$ cat src/rtl/e18_resp_monitor.sv
// e18_resp_monitor: passive checker for the e18 controller 12-bit response bus.
// Classifies each valid response word, enforces the mandatory one-step
// successions, captures the first violation, and counts entries into s14.
module e18_resp_monitor #(
  parameter int CNT_W       = 16,
  parameter int TRIG_W      = 8,
  parameter int TRIG_THRESH = 5
) (
  input  logic              clk,
  input  logic              rst,
  input  logic              clr,
  input  logic              y_valid,
  input  logic [11:0]       y_word,
  output logic              err,
  output logic [2:0]        err_code,
  output logic [CNT_W-1:0]  err_index,
  output logic [CNT_W-1:0]  sample_cnt,
  output logic [TRIG_W-1:0] trig_cnt,
  output logic              trig_alarm
);

  // Response words, bit0 = y1 ... bit11 = y12
  localparam logic [11:0] C_IDLE = 12'h000;
  localparam logic [11:0] C_S2   = 12'h400;
  localparam logic [11:0] C_S3   = 12'h002;
  localparam logic [11:0] C_S4   = 12'h1C0;
  localparam logic [11:0] C_S5   = 12'h001;
  localparam logic [11:0] C_S6   = 12'h004;
  localparam logic [11:0] C_S7   = 12'h020;
  localparam logic [11:0] C_S8   = 12'h980;
  localparam logic [11:0] C_S10  = 12'h008;
  localparam logic [11:0] C_S11  = 12'h030;
  localparam logic [11:0] C_S13  = 12'h880;
  localparam logic [11:0] C_S14  = 12'h0C0;
  localparam logic [11:0] C_S15  = 12'h300;

  typedef enum logic [2:0] {
    EXP_ANY,
    EXP_S14,
    EXP_AFT14,
    EXP_AFT6,
    EXP_S13
  } exp_t;

  exp_t              r_exp;
  exp_t              w_exp_next;
  logic              w_legal;
  logic [2:0]        w_code;
  logic [TRIG_W-1:0] w_trig_next;

  logic              r_err;
  logic [2:0]        r_err_code;
  logic [CNT_W-1:0]  r_err_index;
  logic [CNT_W-1:0]  r_sample_cnt;
  logic [TRIG_W-1:0] r_trig_cnt;
  logic              r_trig_alarm;

  // Word legality: exactly one of the thirteen destination codes
  always_comb begin
    w_legal = 1'b0;
    case (y_word)
      C_IDLE, C_S2, C_S3, C_S4, C_S5, C_S6, C_S7,
      C_S8, C_S10, C_S11, C_S13, C_S14, C_S15: w_legal = 1'b1;
      default: w_legal = 1'b0;
    endcase
  end

  // Violation code and next expectation for the current valid sample
  always_comb begin
    w_exp_next = r_exp;
    w_code     = '0;
    if (y_valid) begin
      case (r_exp)
        EXP_S14:   if (y_word != C_S14) w_code = 3'd1;
        EXP_AFT14: if (y_word != C_S10 && y_word != C_S15) w_code = 3'd2;
        EXP_AFT6:  if (y_word != C_IDLE && y_word != C_S2 && y_word != C_S13) w_code = 3'd3;
        EXP_S13:   if (y_word != C_S13) w_code = 3'd4;
        default:   w_code = '0;
      endcase
      // Illegal word overrides any succession code
      if (!w_legal) w_code = 3'd5;
      // Next expectation follows the current word even after a violation
      case (y_word)
        C_S7:    w_exp_next = EXP_S14;
        C_S14:   w_exp_next = EXP_AFT14;
        C_S6:    w_exp_next = EXP_AFT6;
        C_S2:    w_exp_next = (r_exp == EXP_AFT6) ? EXP_S13 : EXP_ANY;
        default: w_exp_next = EXP_ANY;
      endcase
    end
  end

  // Saturating s14-entry count after this sample
  always_comb begin
    w_trig_next = r_trig_cnt;
    if (y_valid && y_word == C_S14 && r_trig_cnt != '1) begin
      w_trig_next = r_trig_cnt + TRIG_W'(1);
    end
  end

  // Expectation state register
  always_ff @(posedge clk) begin
    if (rst || clr) begin
      r_exp <= EXP_ANY;
    end else begin
      r_exp <= w_exp_next;
    end
  end

  // Counters, first-error capture and alarm
  always_ff @(posedge clk) begin
    if (rst || clr) begin
      r_err        <= 1'b0;
      r_err_code   <= '0;
      r_err_index  <= '0;
      r_sample_cnt <= '0;
      r_trig_cnt   <= '0;
      r_trig_alarm <= 1'b0;
    end else if (y_valid) begin
      if (w_code != '0 && !r_err) begin
        r_err       <= 1'b1;
        r_err_code  <= w_code;
        r_err_index <= r_sample_cnt;
      end
      r_sample_cnt <= r_sample_cnt + CNT_W'(1);
      r_trig_cnt   <= w_trig_next;
      // Count never decreases outside rst/clr, so this stays high once set
      r_trig_alarm <= (w_trig_next >= TRIG_W'(TRIG_THRESH));
    end
  end

  assign err        = r_err;
  assign err_code   = r_err_code;
  assign err_index  = r_err_index;
  assign sample_cnt = r_sample_cnt;
  assign trig_cnt   = r_trig_cnt;
  assign trig_alarm = r_trig_alarm;

endmodule

$ cat config.mk
export PLATFORM = sky130hd
export DESIGN_NAME = e18_resp_monitor
export DESIGN_NICKNAME = d
export VERILOG_FILES = /design/src/rtl/e18_resp_monitor.sv
export SDC_FILE = /design/constraint.sdc
export NUM_CORES = 1
export LEC_CHECK = 0
export BUFFER_PORTS_ARGS = -buffer_cell sky130_fd_sc_hd__buf_4
export CELL_PAD_IN_SITES_DETAIL_PLACEMENT = 0
export CELL_PAD_IN_SITES_GLOBAL_PLACEMENT = 1
export CORE_MARGIN = 5
export CORE_UTILIZATION = 35
export DETAILED_ROUTE_END_ITERATION = 8
export GPL_ROUTABILITY_DRIVEN = 1
export PLACE_DENSITY = 0.76
export SLEW_MARGIN = 20
export SYNTH_ARGS = -nofsm -noshare
export SYNTH_HDL_FRONTEND = slang
export SYNTH_SLANG_ARGS = --single-unit
$ cat constraint.sdc
create_clock -name clk -period 1.79 [get_ports clk]
set_input_delay 0.0895 -clock clk [delete_from_list [all_inputs] [get_ports clk]]
set_output_delay 0.0895 -clock clk [all_outputs]
set_load 0.02 [all_outputs]
# [Word-level counts from Yosys, hierarchy flattened]
# Index checks and enable logic that the tools add are counted.
# W data, S select, Z words.
[word_totals] reg_bits=48 in_bits=16 out_inout_bits=45 wordCells=56
[classes] add_sub_neg=2 order_cmp=1 eq_ne=22 muxes=11 reduce_logical=13
[op_table] cell="$eq A12 B12 Y1 const B" n=2
[op_table] cell="$eq A12 B6 Y1 const B" n=2
[op_table] cell="$pmux W3 S4" n=2
[op_table] cell="$add A16 B1 Y16 const B" n=1
[op_table] cell="$reduce_or A13 Y1" n=1
[op_table] cell="$eq A12 B1 Y1 const B" n=1
[op_table] cell="$eq A12 B10 Y1 const B" n=1
[op_table] cell="$eq A12 B11 Y1 const B" n=1
[op_table] cell="$eq A12 B2 Y1 const B" n=1
[op_table] cell="$eq A12 B3 Y1 const B" n=1
[op_table] cell="$eq A12 B4 Y1 const B" n=1
[op_table] cell="$eq A12 B8 Y1 const B" n=1
[op_table] cell="$eq A12 B9 Y1 const B" n=1
[op_table] cell="$logic_not A12 Y1" n=1
[op_table] cell="$mux W3" n=4
[op_table] cell="$ne A12 B10 Y1 const B" n=1
[op_table] cell="$ne A12 B11 Y1 const B" n=1
[op_table] cell="$ne A12 B12 Y1 const B" n=1
[op_table] cell="$ne A12 B4 Y1 const B" n=1
[op_table] cell="$ne A12 B8 Y1 const B" n=1
[op_table] cell="$reduce_bool A12 Y1" n=1
[op_table] cell="$add A8 B1 Y8 const B" n=1
[op_table] cell="$ge A8 B3 Y1 const B" n=1
[op_table] cell="$mux W8" n=1
[op_table] cell="other kinds (11)" n=19

# [Logic depth before layout (Yosys ltp)]
[depth] depth_word=10 ltp_mapped=9 ltp_nobuf=7

# [Worst setup path before layout]
# Ideal clock, no wire load.
[synth_path] path_kind="reg-to-reg" startpoint="reg r_trig_cnt[1], in the netlist trig_cnt[1]" endpoint="reg r_trig_alarm, in the netlist trig_alarm" setup_time_ns=0.123 arrival_ns=1.749 required_ns=1.667 setup_slack_ns=-0.081 stages_incl_launch_ff=8 path_buffers=0 synth_period_minus_slack_ns=1.871 path_cell_list="dfxtp_1 ha_1 and2_1 nand3_1 nor4_1 mux2i_1 and3_1 a31oi_1"
[synth_between] elab_chain_cells=4 word_cells_on_any_way=5 cone_classes="add/sub (1); order compare (1); eq/ne (1); mux (1); reduce/logical (1)"
[synth_rtl] item="from (decl)" line_no="55" rtl="logic [TRIG_W-1:0] r_trig_cnt;"
[synth_rtl] item="from (signal assigned)" line_no="126" rtl="r_trig_cnt <= w_trig_next;"
[synth_rtl] item="branches (longest 2 deep; another with $add A8 B1 Y8)"
[synth_rtl] item="$mux W8 (*)" line_no="96" rtl="if (y_valid && y_word == C_S14 && r_trig_cnt != '1) begin"
[synth_rtl] item="$ge A8 B3 Y1 (*)" line_no="128" rtl="r_trig_alarm <= (w_trig_next >= TRIG_W'(TRIG_THRESH));"
[synth_rtl] item="to (signal assigned)" line_no="128"
[synth_rtl] item="to (decl)" line_no="56" rtl="logic r_trig_alarm;"
# Mark *: on every way between the ends.
# A chain may end at the register's enable or synchronous reset.

# [Worst setup path in the final report]
[layout_path] startpoint="in y_word[3]" endpoint="reg r_err_index[2], in the netlist err_index[2]"
[layout_between] elab_chain_cells=10 word_cells_on_any_way=34 cone_classes="eq/ne (17); mux (8); reduce/logical (9)"
[layout_rtl] item="from (decl)" line_no="13" rtl="input logic [11:0] y_word,"
[layout_rtl] item="$ne A12 B11 Y1 / $reduce_bool A12 Y1 (equally long branches)" line_no="76" rtl="EXP_AFT6: if (y_word != C_IDLE && y_word != C_S2 && y_word != C_S13) w_code = 3'd3;"
[layout_rtl] item="$logic_and A1 B1 Y1 (2 in a row)" line_no="76"
[layout_rtl] item="$mux W2" line_no="76"
[layout_rtl] item="$pmux W3 S4" line_no="73" rtl="case (r_exp)"
[layout_rtl] item="$mux W3 (*)" line_no="81" rtl="if (!w_legal) w_code = 3'd5;"
[layout_rtl] item="$mux W3 (*)" line_no="72" rtl="if (y_valid) begin"
[layout_rtl] item="$reduce_bool A3 Y1 (*)" line_no="120" rtl="if (w_code != '0 && !r_err) begin"
[layout_rtl] item="$logic_and A1 B1 Y1 (*)" line_no="120"
[layout_rtl] item="$reduce_and A2 Y1 (no line) (*)"
[layout_rtl] item="to (signal assigned)" line_no="123" rtl="r_err_index <= r_sample_cnt;"
[layout_rtl] item="to (decl)" line_no="53" rtl="logic [CNT_W-1:0] r_err_index;"
# Every way passes the cells marked *; elsewhere a longest branch is shown, timed or not.

==> impl_results.md <==
* Comb power frac at 0.099
* Worst r2r path cells at 6
* Switching pwr at just over 500 µW
* Ys async rst share at 0
* Gpl congestion at roughly 0.90
* Final period util at 0.957
* Core ar. at about 6900 µm²
* Reg2reg setup slack at between 0.1 and 0.15 ns
* Hold wc startpoint: y_word[4]
* CTS tree: built
* Clock skew at about 0.012 ns
* First-pass GRT wire length at between 10 and 15 mm
* Internal at around 1.6 mW
* Post-Syn Instances at 300
* Critical path capture point type: flop
* Latest clock arrival within the worst-skew pair at 0.31 ns
* Net Count, Synth at 318
* Hold EP: r_exp[0]
* Multi-input gate area at between 1000 and 1500 µm²
* CTS Buf Count at 5
* Register area share after synthesis at 0.386
* Commonest cells after routing, fill and taps aside: buf_4, nand2_1, dfxtp_1
* Vias in the first global route at 2428
* Placed wire-length estimate at slightly below 5 mm
* Initial core utilization at 0.362
* Yosys cell types at 47
* Sw Ratio at 0.242
* Max-slew headroom at 0.603
* Clk slew on worst S/H paths at 0.09 ns
* Drt total wl at 6.48 mm
* Clk sinks at 48
* Final nets at 420
* Worst VDD drop at 0.000289 V
* Data arrival time of the worst path at roughly 1.9 ns
* WHS Path Cells at 5
* Pwr Density at ~600 nW/µm²
* Max stage delay cell, worst path: o41a_1
* WL/cell at between 10 and 15 µm
* H-tree levels at 2
* Synthesis-to-layout area growth at 41.6%
* Status: finished, final reports clean
* I/O pins at 61
* CP top delay family: simple AND/OR/NAND/NOR gates
* Overall Power at roughly 2.1 mW
* # rows at 30
* Routed Antenna Nets at 0
* Worst path required time at a little over 2 ns
* Setup Viol. Count Final at 0
* Register area at slightly below 1000 µm²
* Reg-to-reg startpoint: r_exp[1]
* Most common cell after layout, fill and taps aside: buf_4
* Mean Syn Cell Area at between 8 and 9 µm²
* Final hold violations at 0
* Cell Area, Synth at ~2500 µm²
* Crit path depth at 8
* Flop pwr share at 0.518
* Via-per-instance ratio at 4.88
* Die Height at 94.3 µm
* Clk buf depth at 2
* CP bufs+invs at 2
* Clock power frac at 0.383
* Via Count at ~2400
* Reg2reg end: err_index[2]
* Main synth FF type: dfxtp_1
* Initial antenna violation count at 0
* Setup crit start kind: input pin
* Layout cells sized above 1 at 0.342
* Final core utilization at 0.513
* Cells along the critical path: buf_4 > nor4_4 > and2_4 > o2111ai_1 > and2_1 > o41a_1 > buf_12 > mux2i_1
* Slew Limit Fails at 0
* N_diodes at 0
* Fillers at between 600 and 700
* Die area at 8890 µm²
* Port Buffers at 60
* Register bit total from synthesis at 48
* DRT Pass-1 Iters at 4
* Die Span X at 94.3 µm
* Initial drt markers at 90
* Clock root buffer: clkbuf_8
* Post-synth EDFFs at 0
* Leak at between 1 and 1.5 nW
* Global route overflow at 0
* Largest net degree at the start of global routing at 37
* Max Clock Freq at between 500 and 600 MHz
* Drt drc at 0
* Crit-path max FO at 17
* Synthesis warning total at 0
* Worst setup path class: in -> reg
* Max Cap Viol at 0
* Least-Margin Pin Slew at 0.595 ns
* Largest stage delay on the critical path at approximately 0.42 ns
* Total track usage at 0.154
* Hold crit path type: in -> reg
* Final Critical Period at ~1.7 ns
synthesized netlist by cell type, drive strengths merged (4+ instances only):
master	count	area (µm²)
a21oi	13	65.1
and3	4	25.0
and3b	4	35.0
buf	4	46.3
clkbuf	10	37.5
dfxtp	48	961
inv	7	26.3
mux2i	20	200
nand2	48	180
nand3	13	65.1
nand4	7	58.8
nor2	33	124
nor3	7	40.0
nor4	6	65.1
o21ai	18	90.1
or2	4	25.0
or3	8	50.1
xnor2	10	87.6
xor2	7	61.3
worst register-to-register path, cell delays in order, from the launching register on:
cell and delay [ns]:
dfxtp_1 0.33, buf_4 0.13, nand3_1 0.08, o221a_4 0.23, o41a_1 0.47, buf_12 0.19, mux2i_1 0.17
power by group through the flow:
stage / Sequential [mW] / Combinational [mW] / Clock (mW)
after global placement: 1.10 / 0.206 / 0
after detailed placement: 1.10 / 0.207 / 0
after CTS: 1.08 / 0.208 / 0.823
after global routing: 1.08 / 0.227 / 0.873
after floorplan: 1.11 / 0.103 / 0
final: 1.08 / 0.207 / 0.799
worst max path at each step:
stage,start,to,slack (ns)
after floorplan,y_word[3],err_index[12],0.02
after global placement,y_word[3],err_index[6],-0.17
after detailed placement,y_word[3],err_index[5],-0.22
after CTS,trig_cnt[0],trig_alarm,0.007
after global routing,trig_cnt[0],trig_alarm,-0.02
final,y_word[3],err_index[2],0.08
per-stage QoR:
stage                     hold WS, ns  std cells  setup slack, ns  area, µm²  setup TNS, ns
after floorplan                 0.307        300           0.0229       2510              0
after global placement          0.444        490           -0.175       3370          -2.98
after detailed placement        0.448        490           -0.219       3370          -3.58
after CTS                       0.200        498          0.00658       3480              0
after global routing            0.232        499          -0.0200       3520        -0.0200
final                           0.207        499           0.0772       3520              0
sequential cells by signal, summed over array words and instances (netlist names):
| name | cells |
|---|---|
| err_index | 16 |
| sample_cnt | 16 |
| trig_alarm | 1 |
| r_exp | 3 |
| err_code | 3 |
| err | 1 |
| trig_cnt | 8 |
logic make-up (layout without fill, tap and decap cells):
| group | count (synthesis) | after routing | share of synthesized area |
|---|---|---|---|
| and+or+nand+nor | 145 | 145 | 0.301 |
| DFF | 48 | 48 | 0.386 |
| AOI/OAI and AO/OA | 47 | 47 | 0.118 |
| buffers and inverters | 21 | 124 | 0.0443 |
| muxes | 20 | 20 | 0.0805 |
| xor gates and xnor gates | 17 | 17 | 0.0599 |
| adders and majority gates | 2 | 2 | 0.0101 |
metal layers:
layer	part of all wire	wire, µm	up-vias	GRT usage
met5	0	0	-	0
met4	0.014	93	0	0.0517
met3	0.047	304	9	0.0329
met2	0.47	3050	53	0.253
met1	0.47	3030	1124	0.201
li1	-	-	1250	-
cell type report:
class	count	area share
clock buffer	5	0.0195
clock inverter	3	0.0121
inverter	7	0.00746
multi-input combinational	231	0.417
sequential	48	0.274
tap	96	0.0341
timing repair buffer	109	0.236
timing repair:
action,in CTS,in global routing
hold endpoints to repair,0,0
hold buffers,0,0
gates resized for setup,0,8
setup buffers,0,1
endpoints found under the setup margin,0,8
Power figures use the tool's default switching activity.
